<file path="src/rtl/lkp_req_scheduler.sv">
// Round-robin sharing of the module-A lookup port among bank_num banks; IDs tagged {local_id, bank}.
// Latency: 1 cycle request (registered stage), 1 cycle response demux; stage holds until a2c_lkp_rdy.
// Build option LKP_SCHED_CREDIT_EN: per-bank outstanding-lookup credits and underflow error flag.
module lkp_req_scheduler #(
  parameter int bank_num      = 2,
  parameter int info_length   = 20,
  parameter int result_length = 20,
  parameter int req_width     = 10,
  parameter int credit_max    = 8
) (
  input  logic                                 clk,
  input  logic                                 rst,
  input  logic [bank_num-1:0]                  bank_req_vld,
  input  logic [bank_num*info_length-1:0]      bank_req_info,
  input  logic [bank_num*(req_width-$clog2(bank_num))-1:0] bank_req_id,
  output logic [bank_num-1:0]                  bank_req_rdy,
  output logic                                 c2a_lkp_vld,
  output logic [info_length-1:0]               c2a_lkp_info,
  output logic [req_width-1:0]                 c2a_lkp_req_id,
  input  logic                                 a2c_lkp_rdy,
  input  logic                                 a2c_lkp_rsp_vld,
  input  logic [req_width-1:0]                 a2c_lkp_rsp_id,
  input  logic [result_length-1:0]             a2c_lkp_rslt,
  output logic [bank_num-1:0]                  bank_rsp_vld,
  output logic [req_width-$clog2(bank_num)-1:0] bank_rsp_id,
  output logic [result_length-1:0]             bank_rsp_rslt,
  output logic                                 lkp_rsp_err
);

  localparam int bw    = $clog2(bank_num);
  localparam int lid_w = req_width - bw;

  logic [bw-1:0]       ptr;
  logic [bank_num-1:0] elig;
  logic [bank_num-1:0] gnt_vec;
  logic [bank_num-1:0] rsp_vec;
  logic [bw-1:0]       gnt_idx;
  logic [bw-1:0]       idx;
  logic                gnt_found;
  logic                stage_free;
  logic                gnt;
  logic [bw-1:0]       rsp_bank;

  assign stage_free = !c2a_lkp_vld || a2c_lkp_rdy;
  assign rsp_bank   = a2c_lkp_rsp_id[bw-1:0];

`ifdef LKP_SCHED_CREDIT_EN
  localparam int cw = $clog2(credit_max + 1);

  logic [cw-1:0] cnt [bank_num];
  logic          err_q;

  always_comb begin
    elig = '0;
    for (int i = 0; i < bank_num; i++)
      elig[i] = bank_req_vld[i] && (cnt[i] < cw'(credit_max));
  end

  // Grant and response on the same bank cancel; a response with no credit out is an underflow.
  always_ff @(posedge clk or negedge rst) begin
    if (!rst) begin
      for (int i = 0; i < bank_num; i++) cnt[i] <= '0;
      err_q <= 1'b0;
    end else begin
      for (int i = 0; i < bank_num; i++) begin
        if (gnt_vec[i] && !rsp_vec[i]) begin
          cnt[i] <= cnt[i] + cw'(1);
        end else if (rsp_vec[i] && !gnt_vec[i]) begin
          if (cnt[i] == '0) err_q <= 1'b1;
          else              cnt[i] <= cnt[i] - cw'(1);
        end
      end
    end
  end

  assign lkp_rsp_err = err_q;
`else
  assign elig        = bank_req_vld;
  assign lkp_rsp_err = 1'b0;
`endif

  // First eligible bank at or after ptr, wrapping.
  always_comb begin
    gnt_found = 1'b0;
    gnt_idx   = '0;
    idx       = '0;
    for (int k = 0; k < bank_num; k++) begin
      idx = ptr + k[bw-1:0];
      if (!gnt_found && elig[idx]) begin
        gnt_found = 1'b1;
        gnt_idx   = idx;
      end
    end
  end

  assign gnt = stage_free && gnt_found;

  always_comb begin
    gnt_vec = '0;
    if (gnt) gnt_vec[gnt_idx] = 1'b1;
  end

  always_comb begin
    rsp_vec = '0;
    if (a2c_lkp_rsp_vld) rsp_vec[rsp_bank] = 1'b1;
  end

  assign bank_req_rdy = gnt_vec;

  always_ff @(posedge clk or negedge rst) begin
    if (!rst) begin
      c2a_lkp_vld    <= 1'b0;
      c2a_lkp_info   <= '0;
      c2a_lkp_req_id <= '0;
      ptr            <= '0;
    end else if (gnt) begin
      c2a_lkp_vld    <= 1'b1;
      c2a_lkp_info   <= bank_req_info[gnt_idx*info_length +: info_length];
      c2a_lkp_req_id <= {bank_req_id[gnt_idx*lid_w +: lid_w], gnt_idx};
      ptr            <= gnt_idx + bw'(1);
    end else if (a2c_lkp_rdy) begin
      c2a_lkp_vld    <= 1'b0;
    end
  end

  always_ff @(posedge clk or negedge rst) begin
    if (!rst) begin
      bank_rsp_vld  <= '0;
      bank_rsp_id   <= '0;
      bank_rsp_rslt <= '0;
    end else begin
      bank_rsp_vld <= rsp_vec;
      if (a2c_lkp_rsp_vld) begin
        bank_rsp_id   <= a2c_lkp_rsp_id[req_width-1:bw];
        bank_rsp_rslt <= a2c_lkp_rslt;
      end
    end
  end

endmodule
</file>
<file path="config.mk">
export PLATFORM = sky130hd
export DESIGN_NAME = lkp_req_scheduler
export DESIGN_NICKNAME = d
export VERILOG_FILES = /design/src/rtl/lkp_req_scheduler.sv
export SDC_FILE = /design/constraint.sdc
export NUM_CORES = 1
export LEC_CHECK = 0
export ABC_AREA = 1
export CORE_MARGIN = 4
export CORE_UTILIZATION = 30
export DETAILED_ROUTE_END_ITERATION = 8
export PLACE_DENSITY = 0.65
export REMOVE_ABC_BUFFERS = 1
export SLEW_MARGIN = 20
export SYNTH_ARGS = -nofsm -noshare
export SYNTH_HDL_FRONTEND = slang
export SYNTH_SLANG_ARGS = --single-unit
</file>
<file path="constraint.sdc">
create_clock -name clk -period 3.4 [get_ports clk]
set_clock_uncertainty 0.2 [all_clocks]
set_input_delay 0.51 -clock clk [delete_from_list [all_inputs] [get_ports clk]]
set_output_delay 0.51 -clock clk [all_outputs]
set_load 0.01 [all_outputs]
</file>
==> impl_metrics.yaml, run 1 <==
outcome:
  status: "finished, final reports clean"
timing:
  setup_viol_count_final: 0
  hold_violations: 0
  worstMarginPinSlew_ps: 891
  min_period_ps: 2700
  max_freq_ghz: 0.370
  timing.hold.ws_ps: 146
  timing.setup.tns_ps: 0
  period_share: 0.796
  maxSlewViolCount: 0
  rsz0062_at_grt: "false"
  slew_headroom: 0.405
logic_synthesis:
  synth_commonest_cells: "nand2_1, dfrtp_1, nand3_1"
  synth-seq-cells: 63
  mappedNetlistArea_mm2: 0.00282
  async_flop_share: 1.00
  yosysUniqueCellTypes: 15
  synth_most_common_cell: "nand2_1"
  syn_inst: 370
  yosysTopAreaCell: "dfrtp_1"
  synth_area_per_cell_um2: 7.61
  yosysTopAreaCellShare: 0.560
  ys_top_cells_by_area: "dfrtp_1, nand2_1, nand3_1"
  yosys_warnings: 0
  ys_seq_area_frac: 0.560
  synth_flop_cell: "dfrtp_1"
  synth-edff-count: 0
clock_tree:
  ctsHtreeMaxLevel: 3
  ctsHoldBuffers: 0
  cts_buffer_depth: 2
  clk_latency_ps: 320
  cts_resized: 0
  postCtsSetupRepairBufs: 0
  cts.sinks: 63
  cts_root_buf: "clkbuf_8"
  clkTransAtPathRegs_ps: 70
  cts_tree: "yes"
  numCtsBuffers: 9
critical_path:
  startpoint: "bank_req_vld[0]"
  r2r_slack_ps: 1460
  path_max_fanout: 11
  reg2regPathDepth: 8
  timing.rr.end: "c2a_lkp_info[19]"
  arrival_ps: 1990
  required_ps: 2690
  path_class: "in -> out"
  r2r-start: "ptr"
  end_kind: "output port"
  start_kind: "input port"
floorplan:
  die_w_um: 105
  ios: 159
  dieArea_mm2: 0.0110
  die_h_um: 105
  row_count: 35
  coreArea_mm2: 0.00920
  start_util: 0.306
global_routing:
  grt-ovfl-total: 0
  antenna_found_initial: 0
  grt_pass1_wl_mm: 13.9
  grt_pass1_vias: 2778
  grt_start_max_net_pins: 64
  track_usage: 0.156
pwr:
  power_frac_clock: 0.259
  powerDensity_mw_per_mm2: 543
  seq_power_share: 0.394
  p_int_uw: 1740
  combPwrFrac: 0.348
  leakagePower_uw: 0.00235
  power_switching_uw: 777
  swShare: 0.308
  vdd_drop_max_v: 0.000248
placement:
  dpl_cell_area_mm2: 0.00445
  portBuffers: 157
  dp.cells: 622
  gp_congestion: 0.809
  hpwl_mm: 6.05
finish:
  seqCellArea_mm2: 0.00158
  multiInputGateArea_mm2: 0.00109
  drive_gt1_frac: 0.0494
  syn_to_final_growth_pct: 64.9
  fin_area_mm2: 0.00464
  final_cells: 637
  fillerInstances: 907
  final_nets: 616
  antennaDiodeCount: 0
  final_util: 0.505
drt:
  avgRoutedWirePerCell_um: 13.2
  finalWirelength_mm: 8.38
  avgViaCountPerCell: 4.41
  drtPass1Iterations: 4
  drtIter0Drc: 104
  drt_drc_violations_left: 0
  vias: 2807
  ant_nets: 0
job:
  drv_cap: 0
worst_hold_path:
  hold_path.class: "in -> async"
area by class of cell:
cell class / instances / share of cell area
Multi-Input combinational cell: 277 / 0.234
Inverter: 8 / 0.00647
Timing Repair Buffer: 163 / 0.347
Tap cell: 111 / 0.0299
Sequential cell: 63 / 0.340
Clock buffer: 12 / 0.0334
Clock inverter: 3 / 0.00916
flip-flops by register name, indices dropped and copies added (netlist names):
register,count
bank_rsp_id,9
bank_rsp_rslt,20
bank_rsp_vld,2
c2a_lkp_info,20
c2a_lkp_req_id,10
c2a_lkp_vld,1
ptr,1
per-layer routing:
metal  global-route usage  vias to the layer above  share of wire
li1                     -                     1420              -
met1                0.206                     1280           0.43
met2                0.246                       93           0.48
met3               0.0383                       14          0.063
met4               0.0628                        0          0.021
met5                    0                        -              0
worst max-delay path by stage:
stage / endpoint / slack, ps
after global placement: bank_req_rdy[0] / 720
final: bank_req_rdy[0] / 700
after global routing: bank_req_rdy[1] / 590
after detailed placement: bank_req_rdy[0] / 690
after floorplan: bank_req_rdy[1] / 1020
after CTS: bank_req_rdy[0] / 680
kinds of logic after synthesis:
group | Yosys count | share of synthesized area
simple gates | 275 | 0.383
buf+inv | 30 | 0.0538
flops | 63 | 0.560
other cells | 1 | 0.00133
compound gates | 1 | 0.00178
per-stage QoR:
stage | total power [uW] | worst slack (ps)
final | 2520 | 695
after floorplan | 1330 | 1020
after detailed placement | 1900 | 687
after global routing | 2700 | 587
after global placement | 1890 | 725
after CTS | 2560 | 675
power groups by stage:
stage	clock, uW	sequential (uW)	combinational, uW
2_1_floorplan	0	1080	256
3_3_place_gp	0	1000	883
3_5_place_dp	0	1000	894
4_1_cts	671	995	895
5_1_grt	717	1020	969
6_report	652	993	876
layout by cell type, fill, tap and decap left out, types with 2 or more instances in the layout:
cell type and count:
buf_4 6, clkbuf_8 11, clkdlybuf4s50_1 156, dfrtp_1 63, inv_1 6, inv_2 2
nand2_1 241, nand2_2 2, nand3_1 29, nor2_1 2
worst max-delay path, cell delays in order:
cell and delay, ps:
clkdlybuf4s50_1 500, nand2_2 160, nand2_1 120, inv_1 60
nor2_1 100, clkdlybuf4s50_1 540
(Power assumes the default switching activity.)
==> run 2: changes to the inputs <==
==> constraint.sdc (replaced) <==
create_clock -name clk -period 2.66 [get_ports clk]
set_clock_uncertainty 0.2 [all_clocks]
set_input_delay 0.399 -clock clk [delete_from_list [all_inputs] [get_ports clk]]
set_output_delay 0.399 -clock clk [all_outputs]
set_load 0.01 [all_outputs]
==> impl_metrics.yaml, run 2 (synthesized netlist as in run 1, its figures left out) <==
outcome:
  status: "finished, final reports clean"
floorplan:
  row_count: 35
  dieArea_mm2: 0.0110
  start_util: 0.306
  coreArea_mm2: 0.00920
  ios: 159
  die_h_um: 105
  die_w_um: 105
job:
  drv_cap: 0
timing:
  max_freq_ghz: 0.404
  slew_headroom: 0.509
  setup_slack_ps: 184
  rsz0062_at_grt: "false"
  maxSlewViolCount: 0
  hold_violations: 0
  setup_viol_count_final: 0
  timing.setup.tns_ps: 0
  worstMarginPinSlew_ps: 737
  min_period_ps: 2480
  period_share: 0.931
clock_tree:
  cts_resized: 0
  clkTransAtPathRegs_ps: 70
  cts.sinks: 63
  clk_latency_ps: 320
  cts_buffer_depth: 2
  ctsHtreeMaxLevel: 3
  numCtsBuffers: 9
  cts_root_buf: "clkbuf_8"
  cts_tree: "yes"
global_routing:
  antenna_found_initial: 0
  grt_pass1_wl_mm: 13.9
  track_usage: 0.157
  use_met3: 0.0327
  met1_usage: 0.201
  use_met2: 0.250
  grt_pass1_vias: 2809
  grt_start_max_net_pins: 35
  grt-busiest-layer: "met2"
  grt-ovfl-total: 0
finish:
  syn_to_final_growth_pct: 66.9
  drive_gt1_frac: 0.0548
  final_common_cell: "nand2_1"
  fillerInstances: 901
  multiInputGateArea_mm2: 0.00109
  layout_common_cells: "nand2_1, clkdlybuf4s50_1, dfrtp_1"
  antennaDiodeCount: 0
  final_nets: 619
  seqCellArea_mm2: 0.00158
  reg_top3: "bank_rsp_rslt x20, c2a_lkp_info x20, c2a_lkp_req_id x10"
critical_path:
  startpoint: "bank_req_vld[0]"
  worst_path_max_delay_cell: "clkdlybuf4s50_1"
  cp_slowest_stage_delay_ps: 540
  crit_chain: "clkdlybuf4s50_1 -> nand2_2 -> nand2_1 -> inv_1 -> nor2_1 -> clkdlybuf4s50_1"
  required_ps: 2060
  path_class: "in -> out"
  arrival_ps: 1880
  r2r-start: "ptr"
  cpMostUsedCell: "clkdlybuf4s50_1"
  end_kind: "output port"
  path_max_fanout: 11
  start_kind: "input port"
drt:
  vias: 2782
  avgViaCountPerCell: 4.35
  drtIter0Drc: 71
  drt_drc_violations_left: 0
  drtPass1Iterations: 4
  ant_nets: 0
  finalWirelength_mm: 8.52
  avgRoutedWirePerCell_um: 13.3
worst_hold_path:
  hp-start: "bank_rsp_rslt[13]"
  hold_path.class: "reg -> reg"
pwr:
  vdd_drop_max_v: 0.000287
  power_uw: 3340
  powerDensity_mw_per_mm2: 711
  leakagePower_uw: 0.00238
placement:
  portBuffers: 157
  hpwl_mm: 6.32
  gp_congestion: 0.759
  pre_cts_ws_ps: 174
==> run 2: cell type report <==
cell class,instances,share of cell area
tap,111,0.0295
timing repair buffer,166,0.348
inverter,8,0.00639
clock buffer,12,0.0351
sequential,63,0.335
clock inverter,3,0.0138
multi-input combinational,277,0.232
==> run 2: path summary, 6_finish.rpt <==
check | to | slack (ps) | cells after the start
worst min register to register | bank_rsp_rslt[13] | 270 | 2
max in group asynchronous | c2a_lkp_req_id[8] | 1070 | 3
worst min-delay path | bank_rsp_rslt[13] | 270 | 2
min in group asynchronous | c2a_lkp_info[9] | 470 | 2
worst max-delay path | bank_req_rdy[0] | 180 | 6
worst max register to register | c2a_lkp_req_id[5] | 660 | 8
==> run 2: repair_timing <==
item | 4_1_cts | 5_1_grt
hold buffers | 1 | 0
hold endpoints to repair | 30 | 0
setup buffers | 0 | 0
==> run 2: where the power goes <==
group,total [uW],switching [uW],internal [uW]
sequential,1270,108,1160
combinational,1130,534,595
clock,943,345,598
total,3340,987,2350
==> run 2: worst max-delay path, delay by kind of cell <==
kind,cells,cell delay [ps]
and+or+nand+nor,3,380
buffers and inverters,3,1090
==> run 2: metrics by stage <==
stage / cells / area, um^2 / hold WS [ps] / utilization
2_1_floorplan: 348 / 2700 / -96.6 / -
6_report: 640 / 4700 / 272 / 0.511
3_5_place_dp: 624 / 4460 / 257 / 0.485
3_3_place_gp: 624 / 4460 / 253 / 0.485
4_1_cts: 640 / 4700 / 275 / 0.511
5_1_grt: 640 / 4700 / 291 / 0.511
==> run 2: metal layers <==
metal	share of wire	vias up
li1	-	1424
met1	0.43	1253
met2	0.48	91
met3	0.060	14
met4	0.026	0
met5	0	-
